File: src/rtl/ddr_read_line_assembler_if.sv
// Bundle of the command, read-beat and line-output signals around the read line assembler.
// The slave view belongs to the assembler; the master view belongs to whatever drives it.
interface ddr_read_line_assembler_if #(
  parameter int DATA_WIDTH = 64,
  parameter int BEATS      = 2,
  parameter int TAG_WIDTH  = 4,
  parameter int OUT_DEPTH  = 4
) ();

  logic                                 cmd_push_i;
  logic [TAG_WIDTH-1:0]                 cmd_tag_i;
  logic                                 cmd_ready_o;
  logic [DATA_WIDTH-1:0]                app_rd_data_i;
  logic                                 app_rd_data_valid_i;
  logic                                 app_rd_data_end_i;
  logic [BEATS*DATA_WIDTH-1:0]          line_data_o;
  logic [TAG_WIDTH-1:0]                 line_tag_o;
  logic                                 line_valid_o;
  logic                                 line_ready_i;
  logic [$clog2(OUT_DEPTH+1)-1:0]       outstanding_o;
  logic [2:0]                           err_o;
  logic                                 err_clear_i;

  modport master (
    output cmd_push_i, cmd_tag_i, app_rd_data_i, app_rd_data_valid_i,
           app_rd_data_end_i, line_ready_i, err_clear_i,
    input  cmd_ready_o, line_data_o, line_tag_o, line_valid_o,
           outstanding_o, err_o
  );

  modport slave (
    input  cmd_push_i, cmd_tag_i, app_rd_data_i, app_rd_data_valid_i,
           app_rd_data_end_i, line_ready_i, err_clear_i,
    output cmd_ready_o, line_data_o, line_tag_o, line_valid_o,
           outstanding_o, err_o
  );

endinterface

File: src/rtl/ddr_read_line_assembler.sv
// Packs consecutive DDR read beats into cache lines, pairs each line with its command tag,
// and buffers finished lines behind a credit count so the backpressure-free read port never overruns.
module ddr_read_line_assembler #(
  parameter int DATA_WIDTH = 64,
  parameter int BEATS      = 2,
  parameter int TAG_WIDTH  = 4,
  parameter int OUT_DEPTH  = 4
) (
  input logic                    ui_clk,
  input logic                    ui_rst,
  ddr_read_line_assembler_if.slave bus
);

  localparam int LINE_W = BEATS * DATA_WIDTH;
  localparam int PTR_W  = $clog2(OUT_DEPTH);
  localparam int CNT_W  = $clog2(OUT_DEPTH + 1);
  localparam int BCNT_W = $clog2(BEATS);
  localparam logic [CNT_W-1:0]  DEPTH_C   = CNT_W'(OUT_DEPTH);
  localparam logic [CNT_W-1:0]  CNT_ONE   = CNT_W'(1);
  localparam logic [PTR_W:0]    PTR_ONE   = (PTR_W + 1)'(1);
  localparam logic [BCNT_W-1:0] BCNT_ONE  = BCNT_W'(1);
  localparam logic [BCNT_W-1:0] LAST_BEAT = BCNT_W'(BEATS - 1);

  logic [CNT_W-1:0]     r_outstanding;
  logic [PTR_W:0]       r_tagWr;
  logic [PTR_W:0]       r_tagRd;
  logic [PTR_W:0]       r_lineWr;
  logic [PTR_W:0]       r_lineRd;
  logic [TAG_WIDTH-1:0] r_tagMem     [OUT_DEPTH];
  logic [LINE_W-1:0]    r_lineMem    [OUT_DEPTH];
  logic [TAG_WIDTH-1:0] r_lineTagMem [OUT_DEPTH];
  logic [BCNT_W-1:0]    r_beatCnt;
  logic [LINE_W-1:0]    r_assembly;
  logic [2:0]           r_err;

  logic                 w_cmdReady;
  logic                 w_cmdAccept;
  logic                 w_tagEmpty;
  logic                 w_lineValid;
  logic                 w_linePop;
  logic                 w_beatAccept;
  logic                 w_lastBeat;
  logic                 w_lineDone;
  logic [2:0]           w_errEvent;
  logic [LINE_W-1:0]    w_lineNext;

  // Credit comes only from the registered count, so a pop frees a slot one cycle later.
  assign w_cmdReady   = (r_outstanding < DEPTH_C);
  assign w_cmdAccept  = bus.cmd_push_i & w_cmdReady;
  assign w_tagEmpty   = (r_tagWr == r_tagRd);
  assign w_lineValid  = (r_lineWr != r_lineRd);
  assign w_linePop    = w_lineValid & bus.line_ready_i;
  assign w_beatAccept = bus.app_rd_data_valid_i & ~w_tagEmpty;
  assign w_lastBeat   = (r_beatCnt == LAST_BEAT);
  assign w_lineDone   = w_beatAccept & w_lastBeat;

  assign w_errEvent = {bus.cmd_push_i & ~w_cmdReady,
                       bus.app_rd_data_valid_i & w_tagEmpty,
                       w_beatAccept & (bus.app_rd_data_end_i != w_lastBeat)};

  always_comb begin
    w_lineNext = r_assembly;
    w_lineNext[(BEATS-1)*DATA_WIDTH +: DATA_WIDTH] = bus.app_rd_data_i;
  end

  always_ff @(posedge ui_clk or negedge ui_rst) begin
    if (!ui_rst) begin
      r_outstanding <= '0;
      r_tagWr       <= '0;
      r_tagRd       <= '0;
      r_lineWr      <= '0;
      r_lineRd      <= '0;
      r_beatCnt     <= '0;
      r_assembly    <= '0;
      r_err         <= '0;
    end else begin
      unique case ({w_cmdAccept, w_linePop})
        2'b10:   r_outstanding <= r_outstanding + CNT_ONE;
        2'b01:   r_outstanding <= r_outstanding - CNT_ONE;
        default: r_outstanding <= r_outstanding;
      endcase

      if (w_cmdAccept) r_tagWr <= r_tagWr + PTR_ONE;
      if (w_linePop)   r_lineRd <= r_lineRd + PTR_ONE;

      if (w_beatAccept) begin
        for (int k = 0; k < BEATS; k++) begin
          if (r_beatCnt == BCNT_W'(k)) r_assembly[k*DATA_WIDTH +: DATA_WIDTH] <= bus.app_rd_data_i;
        end
        r_beatCnt <= w_lastBeat ? '0 : r_beatCnt + BCNT_ONE;
      end

      if (w_lineDone) begin
        r_tagRd  <= r_tagRd + PTR_ONE;
        r_lineWr <= r_lineWr + PTR_ONE;
      end

      // A fresh error event outranks a clear arriving in the same cycle.
      r_err <= (bus.err_clear_i ? 3'b000 : r_err) | w_errEvent;
    end
  end

  // Storage needs no reset: the pointers decide what is live.
  always_ff @(posedge ui_clk) begin
    if (w_cmdAccept) r_tagMem[r_tagWr[PTR_W-1:0]] <= bus.cmd_tag_i;
    if (w_lineDone) begin
      r_lineMem[r_lineWr[PTR_W-1:0]]    <= w_lineNext;
      r_lineTagMem[r_lineWr[PTR_W-1:0]] <= r_tagMem[r_tagRd[PTR_W-1:0]];
    end
  end

  assign bus.cmd_ready_o   = w_cmdReady;
  assign bus.line_valid_o  = w_lineValid;
  assign bus.line_data_o   = w_lineValid ? r_lineMem[r_lineRd[PTR_W-1:0]] : '0;
  assign bus.line_tag_o    = w_lineValid ? r_lineTagMem[r_lineRd[PTR_W-1:0]] : '0;
  assign bus.outstanding_o = r_outstanding;
  assign bus.err_o         = r_err;

endmodule
File: src/flat_wrapper.sv
// flat-port wrapper written by rule: the top's interface ports become plain ports
module ddr_read_line_assembler_flat 
#(
  parameter int DATA_WIDTH = 64,
  parameter int BEATS      = 2,
  parameter int TAG_WIDTH  = 4,
  parameter int OUT_DEPTH  = 4
)
  (ui_clk, ui_rst, bus_cmd_push_i, bus_cmd_tag_i, bus_app_rd_data_i, bus_app_rd_data_valid_i, bus_app_rd_data_end_i, bus_line_ready_i, bus_err_clear_i, bus_cmd_ready_o, bus_line_data_o, bus_line_tag_o, bus_line_valid_o, bus_outstanding_o, bus_err_o);
  ddr_read_line_assembler_if #(.DATA_WIDTH(DATA_WIDTH), .BEATS(BEATS), .TAG_WIDTH(TAG_WIDTH), .OUT_DEPTH(OUT_DEPTH)) bus_i ();
  input logic ui_clk;
  input logic ui_rst;
  input wire logic [$bits(bus_i.cmd_push_i)-1:0] bus_cmd_push_i;
  input wire logic [$bits(bus_i.cmd_tag_i)-1:0] bus_cmd_tag_i;
  input wire logic [$bits(bus_i.app_rd_data_i)-1:0] bus_app_rd_data_i;
  input wire logic [$bits(bus_i.app_rd_data_valid_i)-1:0] bus_app_rd_data_valid_i;
  input wire logic [$bits(bus_i.app_rd_data_end_i)-1:0] bus_app_rd_data_end_i;
  input wire logic [$bits(bus_i.line_ready_i)-1:0] bus_line_ready_i;
  input wire logic [$bits(bus_i.err_clear_i)-1:0] bus_err_clear_i;
  output wire logic [$bits(bus_i.cmd_ready_o)-1:0] bus_cmd_ready_o;
  output wire logic [$bits(bus_i.line_data_o)-1:0] bus_line_data_o;
  output wire logic [$bits(bus_i.line_tag_o)-1:0] bus_line_tag_o;
  output wire logic [$bits(bus_i.line_valid_o)-1:0] bus_line_valid_o;
  output wire logic [$bits(bus_i.outstanding_o)-1:0] bus_outstanding_o;
  output wire logic [$bits(bus_i.err_o)-1:0] bus_err_o;
  assign bus_i.cmd_push_i = bus_cmd_push_i;
  assign bus_i.cmd_tag_i = bus_cmd_tag_i;
  assign bus_i.app_rd_data_i = bus_app_rd_data_i;
  assign bus_i.app_rd_data_valid_i = bus_app_rd_data_valid_i;
  assign bus_i.app_rd_data_end_i = bus_app_rd_data_end_i;
  assign bus_i.line_ready_i = bus_line_ready_i;
  assign bus_i.err_clear_i = bus_err_clear_i;
  assign bus_cmd_ready_o = bus_i.cmd_ready_o;
  assign bus_line_data_o = bus_i.line_data_o;
  assign bus_line_tag_o = bus_i.line_tag_o;
  assign bus_line_valid_o = bus_i.line_valid_o;
  assign bus_outstanding_o = bus_i.outstanding_o;
  assign bus_err_o = bus_i.err_o;
  ddr_read_line_assembler #(.DATA_WIDTH(DATA_WIDTH), .BEATS(BEATS), .TAG_WIDTH(TAG_WIDTH), .OUT_DEPTH(OUT_DEPTH)) u_core (.ui_clk(ui_clk), .ui_rst(ui_rst), .bus(bus_i));
endmodule
File: config.mk
export PLATFORM = sky130hd
export DESIGN_NAME = ddr_read_line_assembler_flat
export DESIGN_NICKNAME = d
export VERILOG_FILES = /design/src/rtl/ddr_read_line_assembler_if.sv /design/src/rtl/ddr_read_line_assembler.sv /design/src/flat_wrapper.sv
export SDC_FILE = /design/constraint.sdc
export NUM_CORES = 1
export LEC_CHECK = 0
export ABC_AREA = 1
export CORE_AREA = 4 4 213 215
export CTS_CLUSTER_DIAMETER = 80
export DETAILED_ROUTE_END_ITERATION = 6
export DIE_AREA = 0 0 217 219
export PLACE_DENSITY_LB_ADDON = 0.08
export SYNTH_ARGS = -nofsm -noshare
export SYNTH_HDL_FRONTEND = slang
export SYNTH_SLANG_ARGS = --single-unit
File: constraint.sdc
create_clock -name ui_clk -period 9.6 [get_ports ui_clk]
set_input_delay 1.92 -clock ui_clk [delete_from_list [all_inputs] [get_ports ui_clk]]
set_output_delay 1.92 -clock ui_clk [all_outputs]
set_load 0.005 [all_outputs]
Yosys cells after proc, flatten, opt, wreduce, memory -nomap -nowiden
Memory sizes are Yosys's and may differ from the RTL's. Index checks and enable logic that the tools add are counted.

Memory bits (writable): 544. Memory bits (read-only): 0. Memories kept: 3. Flip-flop bits (word level): 83. Input bits: 75. Latch bits: 0.

Memories: u_core.r_lineMem (depth 4, bits a word 128, rd ports 1, clocked after memory_dff 0, wr ports 1, line ddr_read_line_assembler.sv:30) `logic [LINE_W-1:0] r_lineMem [OUT_DEPTH];`; u_core.r_lineTagMem (depth 4, bits a word 4, rd ports 1, clocked after memory_dff 0, wr ports 1, line ddr_read_line_assembler.sv:31) `logic [TAG_WIDTH-1:0] r_lineTagMem [OUT_DEPTH];`; u_core.r_tagMem (depth 4, bits a word 4, rd ports 1, clocked after memory_dff 0, wr ports 1, line ddr_read_line_assembler.sv:29) `logic [TAG_WIDTH-1:0] r_tagMem [OUT_DEPTH];`.

Reduce and logical (&&, ||, !) cells: 2. $mul: 0. Add/sub/neg operators: 7. Muxes and demuxes: 9. Divide/modulo/power cells: 0. Equal/unequal tests: 5. Bitwise gates (word level): 11. Order comparisons: 1. Shifts and indexed selects: 0.

Operators by type and width (number): 128-bit 2-to-1 mux (1); 3-bit by 1-bit adder with 3-bit output, second input constant (5); 1-bit AND (7); 3-bit case mux with 2 select lines (1); 1-bit 2-to-1 mux (5); 4-bit 2-to-1 mux (1); 3-bit equality test (1); 3-bit less-than comparator, second input constant (1); 3-bit 2-to-1 mux (1); 3-bit != test (1); 1-bit NOT (3); 3-bit OR (1); 3-bit by 1-bit subtractor with 3-bit output, second input constant (1); 2-bit by 1-bit equality test with 1-bit output, second input constant (1); 2-bit equality test, second input constant (1); 2-bit AND reduction (1); 2-bit nonzero test (1); 1-bit adder, second input constant (1); 1-bit != test (1).

Depth between registers and ports, before layout
Gate-level depths: netlist of the first run.

Word-level depth: 6. Gate-level depth with buffers: 11. Mapped depth without buffers: 10.

Least setup slack after synthesis of the first run
Ideal clock, no wire load.

Kind: in2reg. Start: in bus_app_rd_data_valid_i. End: mem u_core.r_lineMem[0][0] (netlist bit), enable pin. Arrival: 7.903 ns. Stages: 3. Buffers on the path: 1. Data required time: 8.974 ns. Setup time: 0.626 ns. Setup slack: 1.071 ns. Cells stage by stage: clkbuf_1 > nand3_2 > nor2_1.

Cells in the longest elaborated chain, start to end: 4.

RTL lines: start, declared (line flat_wrapper.sv:16) `input wire logic [$bits(bus_i.app_rd_data_valid_i)-1:0] bus_app_rd_data_valid_i;`; 1-bit AND (line ddr_read_line_assembler.sv:53) `assign w_beatAccept = bus.app_rd_data_valid_i & ~w_tagEmpty;`; 1-bit AND (line ddr_read_line_assembler.sv:55) `assign w_lineDone = w_beatAccept & w_lastBeat;`; 1-bit 2-to-1 mux (line ddr_read_line_assembler.sv:106) `if (w_lineDone) begin`; 1-bit 2-to-1 mux (not written as such) (line ddr_read_line_assembler.sv:107) `r_lineMem[r_lineWr[PTR_W-1:0]] <= w_lineNext;`; end, declared (line ddr_read_line_assembler.sv:30).

Every way passes these cells.

Final worst setup path of the first run
Start: reg u_core.r_lineRd[0]. End: out bus_line_data_o[19].

Cells in the longest elaborated chain, start to end: 2. Elaborated cells between the ends (all ways): 3. Classes of those cells: eq/ne: 1; mux: 1; memory: 1.

RTL lines: start, declared (line ddr_read_line_assembler.sv:28) `logic [PTR_W:0] r_lineRd;`; start signal, assigned (line ddr_read_line_assembler.sv:84) `if (w_linePop) r_lineRd <= r_lineRd + PTR_ONE;`; memory read 4 x 128 bit or 3-bit != test (tied branches); 128-bit 2-to-1 mux (*) (line ddr_read_line_assembler.sv:114) `assign bus.line_data_o = w_lineValid ? r_lineMem[r_lineRd[PTR_W-1:0]] : '0;`; end, declared (line flat_wrapper.sv:21) `output wire logic [$bits(bus_i.line_data_o)-1:0] bus_line_data_o;`.

Mark *: on every way between the ends. The rest lies on a longest branch, timed or not.

==> results.cfg, run 1 <==
[floorplanning]
row_count = 77
ios = 215
fp.dieW_um = 217
dieHeight_um = 219
die-area_um2 = 47500
initial_core_util_pct = 57.3
fp.coreArea_um2 = 43700

[sta]
rsz0062_at_grt = no
report.final.slew_viol_count = 0
worst_pin_slew_ns = 1.20
max_slew_margin_pct = 19.9
final.min_clock_period_ns = 6.91
setup_tns_ns = 0
period_share_pct = 72.0
max_freq_ghz = 0.145
finalHoldViolations = 0
clock_skew_ns = 0.0176
setup_violations = 0

[clocking]
cts.sinks = 627
cts_root_buffer = clkbuf_16
ctsResizeCount = 0
clockBufferDepth = 3
cts-hold-fix-buffers = 0
cts_buffers = 60
cts_tree = yes
post-cts-setup-buffers = 0
clk_latency_ns = 0.61
cts.clk_slew.worst_paths_ns = 0.06
htree_levels = 2

[routing]
drt-wirelength-per-cell_um = 20.6
wl_um = 57800
first_iter_violations = 1509
antenna_left = 0
via_per_inst = 5.66
drc = 0
firstDrtPassIters = 5
route.vias.total = 15900

[setup_path]
critPathBufInv = 4
path_delay_family = buffers and inverters
path_cells = buf_4 -> inv_6 -> buf_4 -> o21ai_0 -> a21oi_1 -> clkdlybuf4s50_1
worstSetupPathType = reg -> out
crit_top_cell = buf_4
start_kind = flip-flop
crit_path_end_kind = primary output
slowest_delay_ns = 0.95
critPathSlowestCell = buf_4
path_max_fanout = 153
required_ns = 7.68
crit_arrival_ns = 4.99

[power]
combPwrFrac_pct = 39.7
power.clock.fraction_pct = 21.5
switching_share_pct = 35.4
p_int_w = 0.00669
power.density_nw_per_um2 = 354
ir_drop_mv = 0.224
p_leak_nw = 10.3
pwr-share-seq_pct = 38.7
p_sw_w = 0.00367

[synth]
synth_area_um2 = 25100
syn_nets = 2096
yosysWarnings = 0
synth-adder-area-share_pct = 0.629
ys_ff_latch = 627
synth_top_family_by_area = simple AND/OR/NAND/NOR gates
netlist_instances = 2009
yosys.area_share.simple_pct = 12.5
muxShareOfSynthArea_pct = 0
synth.distinct_cells = 26
seq_area_frac_synth_pct = 73.5
synth_xor_area_share_pct = 0.479
synth_compound_area_share_pct = 9.52
syn_avg_cell_area_um2 = 12.5

[placed_design]
port_buffers = 214
place_hpwl_um = 30000
place_congestion = 0.767
place_area_um2 = 27400

[layout]
final_common_cell = edfxtp_1
final_area_um2 = 29300
seqCellArea_um2 = 18400
final_nets = 2256
antenna_cells = 0
drive_above_1_share_pct = 8.92
most-common-layout-cells = edfxtp_1, nor2_1, o21ai_0, clkdlybuf4s50_1, nand2_1
multiInputGateArea_um2 = 5850
n_fill_cell = 3200
synthToLayoutAreaGrowth_pct = 16.8

[global_routing]
grt_pass1_wl_um = 90000
track_usage_pct = 24.1
grt_antenna_before_repair = 1
grt_pass1_vias = 15800
grt_overflow = 0
grt_start_max_net_pins = 154

[run]
maxCapViolations = 0

[status]
status = complete, no violations

[min_path]
worstHoldPathType = reg -> reg
path summary, 6_finish.rpt:
kind                       slack (ns)                            from  cells past startpoint                                end
min reg2reg                      0.50   u_core.r_tagWr[2]$_DFFE_PN0P_                      1      u_core.r_tagWr[2]$_DFFE_PN0P_
min in group asynchronous        1.36                          ui_rst                      1  u_core.r_assembly[47]$_DFFE_PN0P_
min                              0.50   u_core.r_tagWr[2]$_DFFE_PN0P_                      1      u_core.r_tagWr[2]$_DFFE_PN0P_
max in group asynchronous        7.13                          ui_rst                      2  u_core.r_assembly[24]$_DFFE_PN0P_
max reg2reg                      5.40   u_core.r_tagRd[0]$_DFFE_PN0P_                      8  u_core.r_lineMem[1][98]$_DFFE_PP_
max                              2.69  u_core.r_lineRd[0]$_DFFE_PN0P_                      6                bus_line_data_o[19]
registers in the layout, indices dropped and copies added, names as in the netlist:
| signal | flops |
|---|---|
| u_core.r_lineMem | 512 |
| u_core.r_assembly | 64 |
| u_core.r_lineTagMem | 16 |
| u_core.r_tagMem | 16 |
| u_core.bus.err_o | 3 |
| u_core.bus.outstanding_o | 3 |
| u_core.r_lineRd | 3 |
| u_core.r_lineWr | 3 |
| u_core.r_tagRd | 3 |
| u_core.r_tagWr | 3 |
| u_core.r_beatCnt | 1 |
area by class of cell:
type / instances / area share, %
sequential: 627 / 62.9
multi-input combinational: 1222 / 20.0
timing repair buffer: 232 / 7.81
clock buffer: 97 / 5.99
tap: 592 / 2.53
inverter: 26 / 0.376
clock inverter: 16 / 0.363
layer usage:
| layer | global-route usage (%) | up-vias | part of all wire, % |
|---|---|---|---|
| li1 | - | 7402 | - |
| met5 | 0 | - | 0.021 |
| met1 | 34.1 | 7909 | 43 |
| met4 | 5.91 | 2 | 1.9 |
| met2 | 39.9 | 527 | 49 |
| met3 | 4.13 | 75 | 6.4 |
synthesized netlist by cell type:
master	number	area, um^2
nor2_1	545	2050
edfxtp_1	544	16300
o21ai_0	270	1350
nand2_1	161	604
dfrtp_1	83	2080
a21oi_2	80	701
nand4_1	70	438
a21oi_1	54	270
clkbuf_1	50	188
buf_2	41	205
buf_4	22	165
inv_1	22	82.6
buf_6	13	146
ha_1	11	138
buf_1	7	26.3
o21ai_1	6	30.0
xor2_1	6	52.6
nand3_1	5	25.0
inv_2	4	15.0
o22ai_1	4	25.0
xnor2_1	4	35.0
nand3_2	2	20.0
xnor2_2	2	32.5
a22o_1	1	8.76
buf_8	1	15.0
fa_1	1	20.0
metrics by stage:
step	utilization, %	hold slack (ns)	power [W]	std cells	setup WS [ns]
global placement	62.7	0.479	0.00815	2699	3.33
CTS	66.9	0.495	0.0105	2812	2.62
global route	66.9	0.520	0.0110	2812	2.34
floorplan	-	0.463	0.00629	2009	1.07
detailed placement	62.7	0.486	0.00821	2699	3.27
finish	66.9	0.498	0.0104	2812	2.69
power groups by stage:
stage,Clock (W),Sequential (W),Combinational [W]
global route,0.00239,0.00407,0.00451
finish,0.00223,0.00401,0.00411
detailed placement,0,0.00406,0.00415
CTS,0.00227,0.00401,0.00418
global placement,0,0.00404,0.00411
floorplan,0,0.00396,0.00233
logic make-up (layout without fill, tap and decap cells):
group | count (synthesis) | count (layout)
adders and majority gates | 12 | 12
and+or+nand+nor | 783 | 783
AOI/OAI and AO/OA | 415 | 415
DFF | 627 | 627
xor gates and xnor gates | 12 | 12
buffers and inverters | 160 | 371
(Power assumes the default switching activity.)
==> inputs of run 2 (changes only) <==
clock period = 6.8 ns   (was 9.6 ns; I/O delays follow)
==> results.cfg, run 2 (synthesis results as in run 1) <==
[clocking]
cts.sinks = 627
cts_tree = yes
cts_buffers = 60
clk_latency_ns = 0.61
post-cts-setup-buffers = 0
clockBufferDepth = 3
htree_levels = 2
cts_root_buffer = clkbuf_16
ctsResizeCount = 0
cts-hold-fix-buffers = 0
cts.clk_slew.worst_paths_ns = 0.07

[setup_path]
rrSetupSlack_ns = 3.70
required_ns = 5.44
crit_arrival_ns = 4.16
r2r_end = u_core.bus.outstanding_o[2]$_DFFE_PN0P_
crit_path_end_kind = primary output
path_max_fanout = 83
reg2reg_depth = 11
rr_startpoint = u_core.r_lineRd[0]$_DFFE_PN0P_
worstSetupPathType = reg -> out
start_kind = flip-flop

[global_routing]
grt_start_max_net_pins = 168
grt_pass1_vias = 15600
grt_overflow = 0
grt_pass1_wl_um = 88400
grt_antenna_before_repair = 0
track_usage_pct = 23.8

[placed_design]
place_congestion = 0.770
place_ws_ns = 1.91
place_hpwl_um = 29600
dp.cells = 2696
port_buffers = 214

[run]
maxCapViolations = 0

[layout]
finalNonFillerCells = 2807
multiInputGateArea_um2 = 5850
drive_above_1_share_pct = 9.12
final_common_cell = edfxtp_1
synthToLayoutAreaGrowth_pct = 17.2
n_fill_cell = 3200
antenna_cells = 0
largest_reg_flops = 512
seqCellArea_um2 = 18400
most-common-layout-cells = edfxtp_1, nor2_1, o21ai_0, clkdlybuf4s50_1, nand2_1
final_nets = 2253

[sta]
setup_violations = 0
finalHoldViolations = 0
period_share_pct = 81.2
setup_slack_ns = 1.28
report.final.slew_viol_count = 0
rsz0062_at_grt = no
worst_pin_slew_ns = 1.17
clock_skew_ns = 0.0122
max_freq_ghz = 0.181
final.min_clock_period_ns = 5.52
max_slew_margin_pct = 22.1

[floorplanning]
dieHeight_um = 219
initial_core_util_pct = 57.3
fp.dieW_um = 217
row_count = 77
fp.coreArea_um2 = 43700
die-area_um2 = 47500
ios = 215

[status]
status = complete, no violations

[routing]
drc = 0
first_iter_violations = 1361
firstDrtPassIters = 5
drt-wirelength-per-cell_um = 20.3
via_per_inst = 5.65
antenna_left = 0
wl_um = 57100
route.vias.total = 15900

[min_path]
holdPathEnd = u_core.bus.err_o[1]$_DFF_PN0_
worstHoldPathType = reg -> reg
min_from = u_core.bus.err_o[1]$_DFF_PN0_
holdPathStages = 2

[power]
power.density_nw_per_um2 = 501
p_leak_nw = 10.3
ir_drop_mv = 0.297
==> run 2: cell count changes in the layout (fill, tap and decap cells not counted), sizes merged <==
| cell | previous run | this run |
|---|---|---|
| clkinvlp | 0 | 4 |
| buf | 20 | 17 |
| clkinv | 13 | 24 |
| inv | 28 | 27 |
| bufinv | 1 | 4 |
| clkbuf | 97 | 78 |
==> run 2: power by group <==
part | internal (W) | leakage (nW) | switching (W)
Combinational | 0.00251 | 3.39 | 0.00332
Sequential | 0.00517 | 5.97 | 0.000494
Clock | 0.00183 | 0.929 | 0.00137
==> run 2: critical path: stages, from the launching register on <==
cell	delay, ns
dfrtp_4	0.72
buf_4	0.62
xnor2_2	0.19
nand3_2	0.20
inv_6	0.76
buf_12	0.36
a21oi_1	0.07
clkdlybuf4s50_1	0.48
==> run 2: how the worst max path moves through the flow <==
| stage | startpoint | end |
|---|---|---|
| after floorplan | bus_app_rd_data_valid_i | u_core.r_lineMem[0][0]$_DFFE_PP_ |
| after global placement | u_core.r_lineRd[0]$_DFFE_PN0P_ | bus_line_data_o[33] |
| after detailed placement | u_core.r_lineRd[0]$_DFFE_PN0P_ | bus_line_data_o[33] |
| after CTS | u_core.r_lineRd[0]$_DFFE_PN0P_ | bus_line_data_o[43] |
| after global routing | u_core.r_lineRd[0]$_DFFE_PN0P_ | bus_line_data_o[19] |
| final | u_core.r_lineRd[0]$_DFFE_PN0P_ | bus_line_data_o[33] |
==> run 2: layout make-up <==
cell class / count / share of cell area (%)
sequential: 627 / 62.8
tap: 592 / 2.52
multi-input combinational: 1222 / 19.9
clock inverter: 33 / 0.942
clock buffer: 78 / 5.55
timing repair buffer: 229 / 7.92
inverter: 26 / 0.375
==> run 2: per-layer routing <==
metal / part of all wire [%] / track usage, % / up-vias
li1: - / - / 7392
met1: 43 / 33.3 / 7851
met2: 47 / 38.6 / 516
met3: 6.5 / 4.03 / 102
met4: 3.0 / 8.01 / 0
met5: 0 / 0 / -
==> run 2: stage by stage <==
stage	power (W)	setup TNS, ns	cell area, um^2	hold slack [ns]	utilization [%]
2_1_floorplan	0.00887	-462.91	25100	0.463	-
3_3_place_gp	0.0115	0	27400	0.480	62.8
3_5_place_dp	0.0116	0	27400	0.495	62.8
4_1_cts	0.0148	0	29400	0.507	67.1
5_1_grt	0.0156	0	29400	0.524	67.1
6_report	0.0147	0	29400	0.499	67.1
